==> src/rtl/snake_pkg.sv <==
// Shared definitions for the board front-end: button indices and the
// per-channel debounce state encoding.
package snake_pkg;

    // Button channel indices on the key/key_level buses
    localparam int KEY_UP    = 0;
    localparam int KEY_DOWN  = 1;
    localparam int KEY_LEFT  = 2;
    localparam int KEY_RIGHT = 3;
    localparam int KEY_START = 4;
    localparam int KEY_BACK  = 5;

    // Debounce FSM: two stable states, each with a "waiting to change" state
    typedef enum logic [1:0] {
        IDLE         = 2'd0,
        PRESS_WAIT   = 2'd1,
        PRESSED      = 2'd2,
        RELEASE_WAIT = 2'd3
    } db_state_e;

endpackage

==> src/rtl/key_debounce_ch.sv <==
// One button channel: 2-flop synchroniser, stability counter, debounce FSM
// and a registered single-cycle press pulse. Input is already pressed=1.
module key_debounce_ch
    import snake_pkg::*;
#(
    parameter int DEBOUNCE_CYCLES = 500000,
    parameter int CNT_W           = 19
) (
    input  logic pixel_clk,
    input  logic sys_rst,
    input  logic pressed,
    output logic key,
    output logic key_level
);

    localparam logic [CNT_W-1:0] CNT_LAST = CNT_W'(DEBOUNCE_CYCLES - 1);

    logic             s1, s2;
    db_state_e        state, state_nx;
    logic [CNT_W-1:0] cnt, cnt_nx;
    logic             key_nx, level_nx;

    // Bring the asynchronous pin into the pixel_clk domain; only s2 is used
    always_ff @(posedge pixel_clk or posedge sys_rst) begin
        if (sys_rst) begin
            s1 <= 1'b0;
            s2 <= 1'b0;
        end else begin
            s1 <= pressed;
            s2 <= s1;
        end
    end

    // State, counter and output registers
    always_ff @(posedge pixel_clk or posedge sys_rst) begin
        if (sys_rst) begin
            state     <= IDLE;
            cnt       <= '0;
            key       <= 1'b0;
            key_level <= 1'b0;
        end else begin
            state     <= state_nx;
            cnt       <= cnt_nx;
            key       <= key_nx;
            key_level <= level_nx;
        end
    end

    // Next-state logic: a level change is accepted only after the counter
    // sees the new level held for the full window; any reversal restarts it
    always_comb begin
        state_nx = state;
        cnt_nx   = cnt;
        key_nx   = 1'b0;
        level_nx = key_level;
        case (state)
            IDLE: begin
                if (s2) begin
                    state_nx = PRESS_WAIT;
                    cnt_nx   = '0;
                end
            end
            PRESS_WAIT: begin
                if (!s2) begin
                    state_nx = IDLE;
                    cnt_nx   = '0;
                end else if (cnt == CNT_LAST) begin
                    state_nx = PRESSED;
                    cnt_nx   = '0;
                    key_nx   = 1'b1;
                    level_nx = 1'b1;
                end else begin
                    cnt_nx = cnt + CNT_W'(1);
                end
            end
            PRESSED: begin
                if (!s2) begin
                    state_nx = RELEASE_WAIT;
                    cnt_nx   = '0;
                end
            end
            RELEASE_WAIT: begin
                if (s2) begin
                    // Release glitch: back to held, never re-pulse
                    state_nx = PRESSED;
                    cnt_nx   = '0;
                end else if (cnt == CNT_LAST) begin
                    state_nx = IDLE;
                    cnt_nx   = '0;
                    level_nx = 1'b0;
                end else begin
                    cnt_nx = cnt + CNT_W'(1);
                end
            end
            default: begin
                state_nx = IDLE;
                cnt_nx   = '0;
            end
        endcase
    end

endmodule

==> src/rtl/key_pulse_gen.sv <==
// Push-button front end: normalises pin polarity and runs one independent
// debounce channel per button, producing press pulses and held levels.
module key_pulse_gen
    import snake_pkg::*;
#(
    parameter int N_KEYS          = 6,
    parameter int DEBOUNCE_CYCLES = 500000,
    parameter int CNT_W           = 19,
    parameter bit KEY_ACTIVE_LOW  = 1'b1
) (
    input  logic              pixel_clk,
    input  logic              sys_rst,
    input  logic [N_KEYS-1:0] key_raw,
    output logic [N_KEYS-1:0] key,
    output logic [N_KEYS-1:0] key_level
);

    logic [N_KEYS-1:0] pressed;

    // Everything downstream sees pressed as 1 regardless of board wiring
    assign pressed = KEY_ACTIVE_LOW ? ~key_raw : key_raw;

    for (genvar i = 0; i < N_KEYS; i++) begin : g_ch
        key_debounce_ch #(
            .DEBOUNCE_CYCLES (DEBOUNCE_CYCLES),
            .CNT_W           (CNT_W)
        ) u_ch (
            .pixel_clk (pixel_clk),
            .sys_rst   (sys_rst),
            .pressed   (pressed[i]),
            .key       (key[i]),
            .key_level (key_level[i])
        );
    end

endmodule

==> config.mk <==
export PLATFORM = sky130hd
export DESIGN_NAME = key_pulse_gen
export DESIGN_NICKNAME = d
export VERILOG_FILES = /design/src/rtl/snake_pkg.sv /design/src/rtl/key_debounce_ch.sv /design/src/rtl/key_pulse_gen.sv
export SDC_FILE = /design/constraint.sdc
export NUM_CORES = 1
export LEC_CHECK = 0
export CAP_MARGIN = 30
export CELL_PAD_IN_SITES_DETAIL_PLACEMENT = 1
export CELL_PAD_IN_SITES_GLOBAL_PLACEMENT = 1
export CORE_ASPECT_RATIO = 1.5
export CORE_UTILIZATION = 44
export DETAILED_ROUTE_END_ITERATION = 10
export PLACE_DENSITY_LB_ADDON = 0.08
export SLEW_MARGIN = 20
export SYNTH_ARGS = -nofsm -noshare
export SYNTH_HDL_FRONTEND = slang
export SYNTH_SLANG_ARGS = --single-unit
==> constraint.sdc <==
create_clock -name pixel_clk -period 5.3 [get_ports pixel_clk]
set_input_delay 1.06 -clock pixel_clk [delete_from_list [all_inputs] [get_ports pixel_clk]]
set_output_delay 1.06 -clock pixel_clk [all_outputs]
set_load 0.03 [all_outputs]
# Word-level counts from Yosys, hierarchy flattened
# Index checks and enable logic that the tools add are counted.
[word_totals] reg_bits=150 inputBits=8 out_inout_bits=12 wordCells=271
[op_classes] n_addsub=6 n_eq_ne=72 n_mux=126 bitwise=1 n_reduce_logical=30
[op_table] cell="2-to-1 mux 19 bit" count=30
[op_table] cell="case mux 19 bit (4 select lines)" count=6
[op_table] cell="adder 19 x 1 -> 19 bit (second input constant)" count=6
[op_table] cell="== test 19 bit (second input constant)" count=6
[op_table] cell="2-to-1 mux 2 bit" count=36
[op_table] cell="!= test 2 x 1 -> 1 bit (second input constant)" count=24
[op_table] cell="case mux 2 bit (4 select lines)" count=6
[op_table] cell="2-to-1 mux 1 bit" count=42
[op_table] cell="AND reduction 5 bit" count=6
[op_table] cell="== test 2 bit (second input constant)" count=12
[op_table] cell="!= test 2 bit (second input constant)" count=12
[op_table] cell="AND reduction 4 bit" count=6
[op_table] cell="!= test 3 x 1 -> 1 bit (second input constant)" count=6
[op_table] cell="!= test 3 bit (second input constant)" count=6
[op_table] cell="== test 2 x 1 -> 1 bit (second input constant)" count=6
[op_table] cell="zero test 2 bit" count=6
[op_table] cell="case mux 1 bit (2 select lines)" count=6
[op_table] cell="AND reduction 2 bit" count=6
[op_table] cell="nonzero test 2 bit" count=6
[op_table] cell="inverter 6 bit" count=1

# Longest topological paths before layout
# Gate-level depths: netlist of run 1.
[depth] ltp_word=4 ltp_mapped=8 depth_no_buf=6

# Hierarchy
# Synthesis of run 1 repeated with hierarchy kept, for this count alone.
[hier_totals] cells_unflattened=888 area_unflattened_um2=8209.1
[modules_own_cells] module="key_debounce_ch at g_ch[0].u_ch ..." n_inst=4 cells_each=151 area_per_inst_um2=1376.3 seq_area_each_um2=625.6
[modules_own_cells] module="key_debounce_ch at g_ch[5].u_ch" n_inst=1 cells_each=137 area_per_inst_um2=1352.5 seq_area_each_um2=625.6
[modules_own_cells] module="key_debounce_ch at g_ch[1].u_ch" n_inst=1 cells_each=141 area_per_inst_um2=1328.8 seq_area_each_um2=625.6
[modules_own_cells] module="key_pulse_gen" n_inst=1 cells_each=6 area_per_inst_um2=22.5 seq_area_each_um2=0.0

# Worst setup path before layout of run 1
# No wires, ideal clock.
[synth_timing] path_type="register to register" startpoint="reg g_ch[3].u_ch.cnt[9]" endpoint="reg g_ch[3].u_ch.cnt[16]" setup_ns=0.125 arrival_time_ns=1.994 required_ns=5.175 slack_ns=3.181 stages_incl_launch_ff=7 path_buffers=1 period_less_slack_ns=2.119 cell_sequence="dfrtp_1 > buf_6 > or4b_1 > or3_4 > o31ai_4 > o21ai_1 > mux2_4"
[synth_between] elab_chain_len=4 word_cells_on_any_way=6 cone_classes="add/sub (1); eq/ne (1); mux (4)"
[synth_rtl] item="start, declared" line="key_debounce_ch.sv:20" rtl="logic [CNT_W-1:0] cnt, cnt_nx;"
[synth_rtl] item="start signal, assigned" line="key_debounce_ch.sv:43" rtl="cnt <= cnt_nx;"
[synth_rtl] item="adder 19 x 1 -> 19 bit or == test 19 bit (tied branches)"
[synth_rtl] item="2-to-1 mux 19 bit *" line="key_debounce_ch.sv:67, key_debounce_ch.sv:87"
[synth_rtl] item="2-to-1 mux 19 bit (on tied branches)" line="key_debounce_ch.sv:83, key_debounce_ch.sv:64"
[synth_rtl] item="case mux 19 bit (4 select lines) *" line="key_debounce_ch.sv:56" rtl="case (state)"
# Every way passes the cells marked *; elsewhere a longest branch is shown, timed or not.
# A chain may end at the register's enable or synchronous reset.

# Worst setup path in the final report of run 1
[layout_timing] startpoint="reg g_ch[0].u_ch.key_level" endpoint="out key_level[0]"
[layout_lines] item="start, declared" line="key_debounce_ch.sv:13" rtl="output logic key_level"
[layout_lines] item="start signal, assigned" line="key_debounce_ch.sv:45" rtl="key_level <= level_nx;"
[layout_lines] item="end, declared" line="key_pulse_gen.sv:15" rtl="output logic [N_KEYS-1:0] key_level"
# No word-level cell between the ends.

==> out/results.ini, run 1 <==
[status]
status=complete, no violations

[clock_network]
cts-root-buf=clkbuf_16
postCtsSetupBuffers=0
clockBufferDepth=2
clkTransAtPathRegs_ns=0.06
cts_buffers=17
post_cts_resized=0
h-tree-depth=4
clock_sinks=150
cts_tree=done
cts_hold_buf=0
clk-insertion-delay-late_ns=0.42

[routing]
wl_um=20070
vias=6752
dr.first_iter.drc_count=260
drc=0
ant_nets=0
wl_per_cell_um=17.97
avgViaCountPerCell=6.045
drt_pass1_iterations=4

[sta]
max_slew_margin_pct=36.00
final.setup.worst_slack_ns=2.728
tightest_slew_ns=0.9600
finClkSkew_ns=0.009844
fin_crit_sh_pct=48.53
fin_crit_ns=2.572
holdWs_ns=0.3495
max_clock_freq_ghz=0.3888
final_max_slew_viol_count=0
setup_viol=0
hold_viol=0
tns_ns=0
rsz0062_at_grt=no

[floorplan]
rows=59
dieArea_mm2=0.01864
ios=20
start_util_pct=45.49
coreArea_mm2=0.01750
die_y_um=166.7
die_w_um=111.8

[worst_setup_path]
cp_cell_sequence=clkdlybuf4s50_1
r2r-start=g_ch[3].u_ch.cnt[9]
timing.rr.end=g_ch[3].u_ch.cnt[16]
rr_worst_depth=5
slowest_delay_ns=0.69
critPathArrivalTime_ns=1.51
r2r_slack_ns=2.74
cp-start-kind=register
cp_top_family=buffers and inverters
slowest_stage=clkdlybuf4s50_1
cp.buffers_inverters=1
required_ns=4.24
path_class=reg -> out
path_max_fanout=3
cp-end-kind=output port

[power_and_ir_drop]
peakVddDrop_uv=261.1
power.leakage_uw=0.003690
cellPowerDensity_mw_per_mm2=289.7
finalPower_uw=2577

[place]
io_buffers=19
place_area_mm2=0.008240
dp_slack_ns=2.633
place_congestion=0.8223
dpl.hpwl_um=14240

[logic_synthesis]
synth_largest_area_cell=dfrtp_1
ys_seq_elements=150
synth_edf_count=0
ys_top_cells_by_area=dfrtp_1, o21ai_0, nand2_1, nand3_1, a21oi_1
synth_area_mm2=0.007959
synth_ff_type=dfrtp_1
synth_cell_types=61
synth_top_cell_area_share_pct=47.16
synth_cells=889
postSynth.asyncResetShare_pct=100.0
yosysWarnings=0
yosysSeqAreaShare_pct=47.16
syn_avg_cell_area_um2=8.953
syn-num-nets=903

[flow_run]
drv_cap=0

[grt]
antenna_found_initial=0
grt_use_total_pct=23.34
grt_pass1_wl_um=35490
grt-ovfl-total=0
grt_pass1_vias=7340
grt_max_degree=99

[cells_and_area]
antenna_cells=0
nFillCells=2040
drive_gt1_share_pct=7.301
finalInstanceArea_mm2=0.008897
final_nets=905
area_growth_pct=11.79

[worst_hold_path]
hold_start=g_ch[4].u_ch.s1
hp-class=reg -> reg
holdPathStages=0
holdPathEnd=g_ch[4].u_ch.s2

==> where the power goes <==
group          switching (uW)  internal (uW)  total (uW)
sequential               17.3           1160        1180
clock                     489            789        1280
combinational            85.9           36.8         123
total                     592           1990        2580
==> cell families after synthesis <==
logic type	count (synthesis)	share of synthesized area [%]
XOR/XNOR	24	2.641
AND/OR/NAND/NOR	409	27.20
buffers and inverters	85	4.905
adder cells (fa/ha/maj)	6	0.9432
multiplexers	12	1.619
AO/OA/AOI/OAI	203	15.53
flip-flops	150	47.16
==> Yosys cell counts, types with 3 or more instances <==
library cell	count
nand3_1	68
mux2i_1	8
ha_1	6
or2_2	10
a31oi_1	8
buf_2	9
o211ai_1	7
and3_1	10
nand2_1	111
a21o_1	24
nand4b_1	4
dfrtp_1	150
a22o_1	7
nand2b_1	4
o31ai_1	4
xnor2_1	6
buf_4	12
o22ai_1	4
nor4_1	15
o21ai_0	84
nor2_1	47
or3_1	24
nor4b_1	3
or4bb_1	3
or4_1	13
clkbuf_1	24
a2bb2oi_1	4
nor3_1	30
mux2_2	3
a21oi_1	42
and2_1	13
and4_1	7
xor2_1	18
nor4_2	4
inv_1	38
nand4_1	32
==> metrics by stage <==
| step | util [%] | std cells |
|---|---|---|
| 2_1_floorplan | - | 889 |
| 3_3_place_gp | 46.80 | 1076 |
| 3_5_place_dp | 47.10 | 1082 |
| 4_1_cts | 50.61 | 1114 |
| 5_1_grt | 50.85 | 1117 |
| 6_report | 50.85 | 1117 |
==> how the worst max path moves through the flow <==
stage	startpoint	cells past startpoint	to
CTS	g_ch[0].u_ch.key_level	1	key_level[0]
global placement	sys_rst	3	g_ch[5].u_ch.cnt[2]
global route	g_ch[3].u_ch.cnt[9]	5	g_ch[3].u_ch.cnt[16]
finish	g_ch[0].u_ch.key_level	1	key_level[0]
detailed placement	sys_rst	3	g_ch[5].u_ch.cnt[1]
floorplan	sys_rst	1	async pin
==> sequential cells by signal, indices dropped and copies added, names as in the netlist, named ones only <==
| signal | count |
|---|---|
| g_ch.u_ch.key_level | 6 |
| g_ch.u_ch.s1 | 6 |
| g_ch.u_ch.state | 6 |
| g_ch.u_ch.cnt | 114 |
| g_ch.u_ch.key | 6 |
| g_ch.u_ch.s2 | 6 |
==> area by class of cell <==
| cell class | instances | area [um^2] | area share [%] |
|---|---|---|---|
| timing repair buffer | 30 | 300.3 | 3.375 |
| clock buffer | 20 | 436.7 | 4.908 |
| multi-input combinational | 654 | 3815 | 42.88 |
| inverter | 38 | 147.6 | 1.659 |
| sequential | 150 | 3754 | 42.19 |
| clock inverter | 12 | 177.7 | 1.997 |
| tap | 213 | 266.5 | 2.995 |
==> routing by layer <==
metal	wire length, um	track usage, %
met1	8210	26.48
met2	11010	42.72
met3	381	4.039
met4	468	9.636
met5	0	0
==> cells in the final DEF (no fill, tap or decap), types with 6 or more instances in the layout <==
master / instances
nor2_1: 47
inv_1: 37
and4_1: 7
xor2_1: 18
a21o_1: 24
nor3_1: 30
and2_1: 13
nor4_1: 15
xnor2_1: 6
o21ai_0: 84
clkdlybuf4s50_1: 19
nand2_1: 111
and3_1: 10
a31oi_1: 8
or4_1: 13
mux2i_1: 8
a21oi_1: 42
buf_4: 7
dfrtp_1: 150
clkbuf_16: 17
nand4_1: 32
or2_2: 10
nand3_1: 68
or3_1: 24
o211ai_1: 7
a22o_1: 7
ha_1: 6
Power figures use the tool's default switching activity.
==> run 2: changes to the inputs <==
==> constraint.sdc (replaced) <==
create_clock -name pixel_clk -period 2.3 [get_ports pixel_clk]
set_input_delay 0.46 -clock pixel_clk [delete_from_list [all_inputs] [get_ports pixel_clk]]
set_output_delay 0.46 -clock pixel_clk [all_outputs]
set_load 0.03 [all_outputs]
==> out/results.ini, run 2 (synthesized netlist as in run 1, its figures left out) <==
[worst_setup_path]
cp.buffers_inverters=0  ; was 1
path_class=reg -> reg  ; was reg -> out
r2r-start=g_ch[5].u_ch.cnt[11]  ; was g_ch[3].u_ch.cnt[9]
cp_num_cells=5  ; was 1
cp_top_family=simple AND/OR/NAND/NOR gates  ; was buffers and inverters
timing.rr.end=g_ch[5].u_ch.cnt[5]  ; was g_ch[3].u_ch.cnt[16]
path_max_fanout=8  ; was 3
required_ns=2.61  ; was 4.24 ns
slowest_stage=or4_1  ; was clkdlybuf4s50_1
cp_cell_sequence=or4_1, nor4_2, a21o_1, o21ai_0, a22o_1  ; was clkdlybuf4s50_1
rr_worst_depth=5  ; unchanged
endpoint=g_ch[5].u_ch.cnt[5]  ; was key_level[0]
cp-startpoint=g_ch[5].u_ch.cnt[11]  ; was g_ch[0].u_ch.key_level
cp-start-kind=register  ; unchanged
r2r_slack_ns=0.1  ; was 2.74 ns
cp-end-kind=register  ; was output port
slowest_delay_ns=0.57  ; was 0.69 ns
critPathArrivalTime_ns=2.51  ; was 1.51 ns

[sta]
max_clock_freq_ghz=0.4539
max_slew_margin_pct=56.51  ; was 36.00%
holdWs_ns=0.3484  ; was 0.3495 ns
setup_viol=0  ; unchanged
final_max_slew_viol_count=0  ; unchanged
tightest_slew_ns=0.6516  ; was 0.9600 ns
finClkSkew_ns=0.009216  ; was 0.009844 ns
fin_crit_ns=2.203
hold_viol=0  ; unchanged
final.setup.worst_slack_ns=0.09689  ; was 2.728 ns
fin_crit_sh_pct=95.79

[clock_network]
cts_tree=done  ; unchanged
clockBufferDepth=2  ; unchanged
postCtsSetupBuffers=0  ; unchanged
h-tree-depth=4  ; unchanged
cts-root-buf=clkbuf_16  ; unchanged
clk-insertion-delay-late_ns=0.42  ; about the same
clkTransAtPathRegs_ns=0.06  ; about the same
clock_sinks=150  ; unchanged
cts_buffers=17  ; unchanged

[floorplan]
dieArea_mm2=0.01864  ; unchanged
die_w_um=111.8  ; unchanged
die_y_um=166.7  ; unchanged
coreArea_mm2=0.01750  ; unchanged
start_util_pct=45.49  ; unchanged
ios=20  ; unchanged
rows=59  ; unchanged

[routing]
wl_per_cell_um=17.69  ; was 17.97 um
dr.first_iter.drc_count=264  ; was 260
vias=6865  ; was 6752
wl_um=20200  ; was 20070 um
drc=2  ; was 0
ant_nets=0  ; unchanged
avgViaCountPerCell=6.011  ; was 6.045
drt_pass1_iterations=9  ; was 4

[status]
violations=DRC
status=finished, violations left  ; was complete, no violations

[place]
dp_slack_ns=0.01084  ; was 2.633 ns
io_buffers=19  ; unchanged
place_congestion=0.8711  ; was 0.8223
dpl.hpwl_um=14600  ; was 14240 um
place_area_mm2=0.008478  ; was 0.008240 mm^2

[power_and_ir_drop]
intPower_uw=4609  ; was 1985 uW
cellPowerDensity_mw_per_mm2=648.0  ; was 289.7 mW/mm^2
clkPwrFrac_pct=49.1  ; was 49.6%
netSwitchingFraction_pct=22.12  ; was 22.97%
pwr-share-comb_pct=5.1  ; was 4.8%
switching_power_uw=1309  ; was 591.9 uW
power.leakage_uw=0.003837  ; was 0.003690 uW
seqPwrFrac_pct=45.8  ; was 45.7%
peakVddDrop_uv=450.0  ; was 261.1 uV

[cells_and_area]
final_nets=931  ; was 905
regMostFlops=g_ch.u_ch.cnt  ; unchanged
layout_common_cells=dfrtp_1, nand2_1, o21ai_0  ; unchanged
nFillCells=2050  ; was 2040
drive_gt1_share_pct=10.98  ; was 7.301%
finalInstanceArea_mm2=0.009133  ; was 0.008897 mm^2
area_growth_pct=14.75  ; was 11.79%
antenna_cells=0  ; unchanged
largest_reg_flops=114  ; unchanged
final_core_util_pct=52.20  ; was 50.85%
layout.cells.most_common=dfrtp_1  ; unchanged

[grt]
grt_max_degree=62  ; was 99
grt_pass1_vias=7452  ; was 7340
antenna_found_initial=0  ; unchanged
grt_pass1_wl_um=35330  ; was 35490 um
grt_use_total_pct=23.23  ; was 23.34%
grt-ovfl-total=0  ; unchanged

[worst_hold_path]
hp-class=reg -> reg  ; unchanged

[flow_run]
drv_cap=0  ; unchanged

==> run 2: changes by cell type in the layout (fill, tap and decap cells not counted), moves of 3 or more <==
| cell | before | now |
|---|---|---|
| buf_4 | 7 | 33 |
| clkbuf_8 | 0 | 5 |
| a21oi_1 | 42 | 39 |
| a21oi_2 | 0 | 3 |
| clkbuf_1 | 3 | 0 |
| clkinv_2 | 2 | 5 |
==> run 2: layout make-up <==
| cell class | instances | area (um^2) | area share [%] |
|---|---|---|---|
| timing repair buffer | 56 | 500.5 | 5.480 |
| clock inverter | 9 | 122.6 | 1.343 |
| inverter | 38 | 146.4 | 1.603 |
| tap | 213 | 266.5 | 2.918 |
| multi-input combinational | 654 | 3849 | 42.14 |
| sequential | 150 | 3754 | 41.10 |
| clock buffer | 22 | 494.2 | 5.412 |
==> run 2: how the worst min path moves through the flow <==
stage / from / end / slack (ns) / cells past startpoint
after floorplan: g_ch[0].u_ch.s1 / g_ch[0].u_ch.s2 / 0.33 / 0
after global placement: g_ch[0].u_ch.s1 / g_ch[0].u_ch.s2 / 0.33 / 0
after detailed placement: g_ch[1].u_ch.s1 / g_ch[1].u_ch.s2 / 0.34 / 0
after CTS: g_ch[1].u_ch.s1 / g_ch[1].u_ch.s2 / 0.35 / 0
after global routing: g_ch[4].u_ch.s1 / g_ch[4].u_ch.s2 / 0.36 / 0
final: g_ch[1].u_ch.s1 / g_ch[1].u_ch.s2 / 0.35 / 0
==> run 2: through the flow <==
stage	power [uW]	setup TNS [ns]	cells
2_1_floorplan	2940	-7.345	889
3_3_place_gp	3044	0	1109
3_5_place_dp	3063	0	1111
4_1_cts	5999	0	1142
5_1_grt	6140	-0.01445	1142
6_report	5918	0	1142
==> run 2: power groups by stage <==
stage | clock (uW) | sequential (uW) | combinational [uW]
global placement | 0 | 2760 | 288
floorplan | 0 | 2750 | 191
finish | 2910 | 2710 | 299
detailed placement | 0 | 2760 | 303
CTS | 2980 | 2710 | 306
global route | 3080 | 2720 | 339
==> run 2: worst reg2reg max path, cell delays in order, from the launching register on <==
cell and delay, ns:
dfrtp_1 0.42, or4_1 0.57, nor4_2 0.41, a21o_1 0.32, o21ai_0 0.13, a22o_1 0.24
==> run 2: what timing repair did <==
action                     4_1_cts  5_1_grt
setup endpoints to repair        0       20
hold buffers                     0        0
gates resized for setup          0        9
==> run 2: per-layer routing <==
metal / track usage, % / wire length (um) / share of wire (%) / vias up
met5: 0 / 0 / 0 / -
met1: 24.90 / 8058 / 40 / 3491
met3: 3.566 / 292 / 1.4 / 38
met4: 8.108 / 421 / 2.1 / 0
li1: - / - / - / 3272
met2: 45.23 / 11430 / 57 / 64
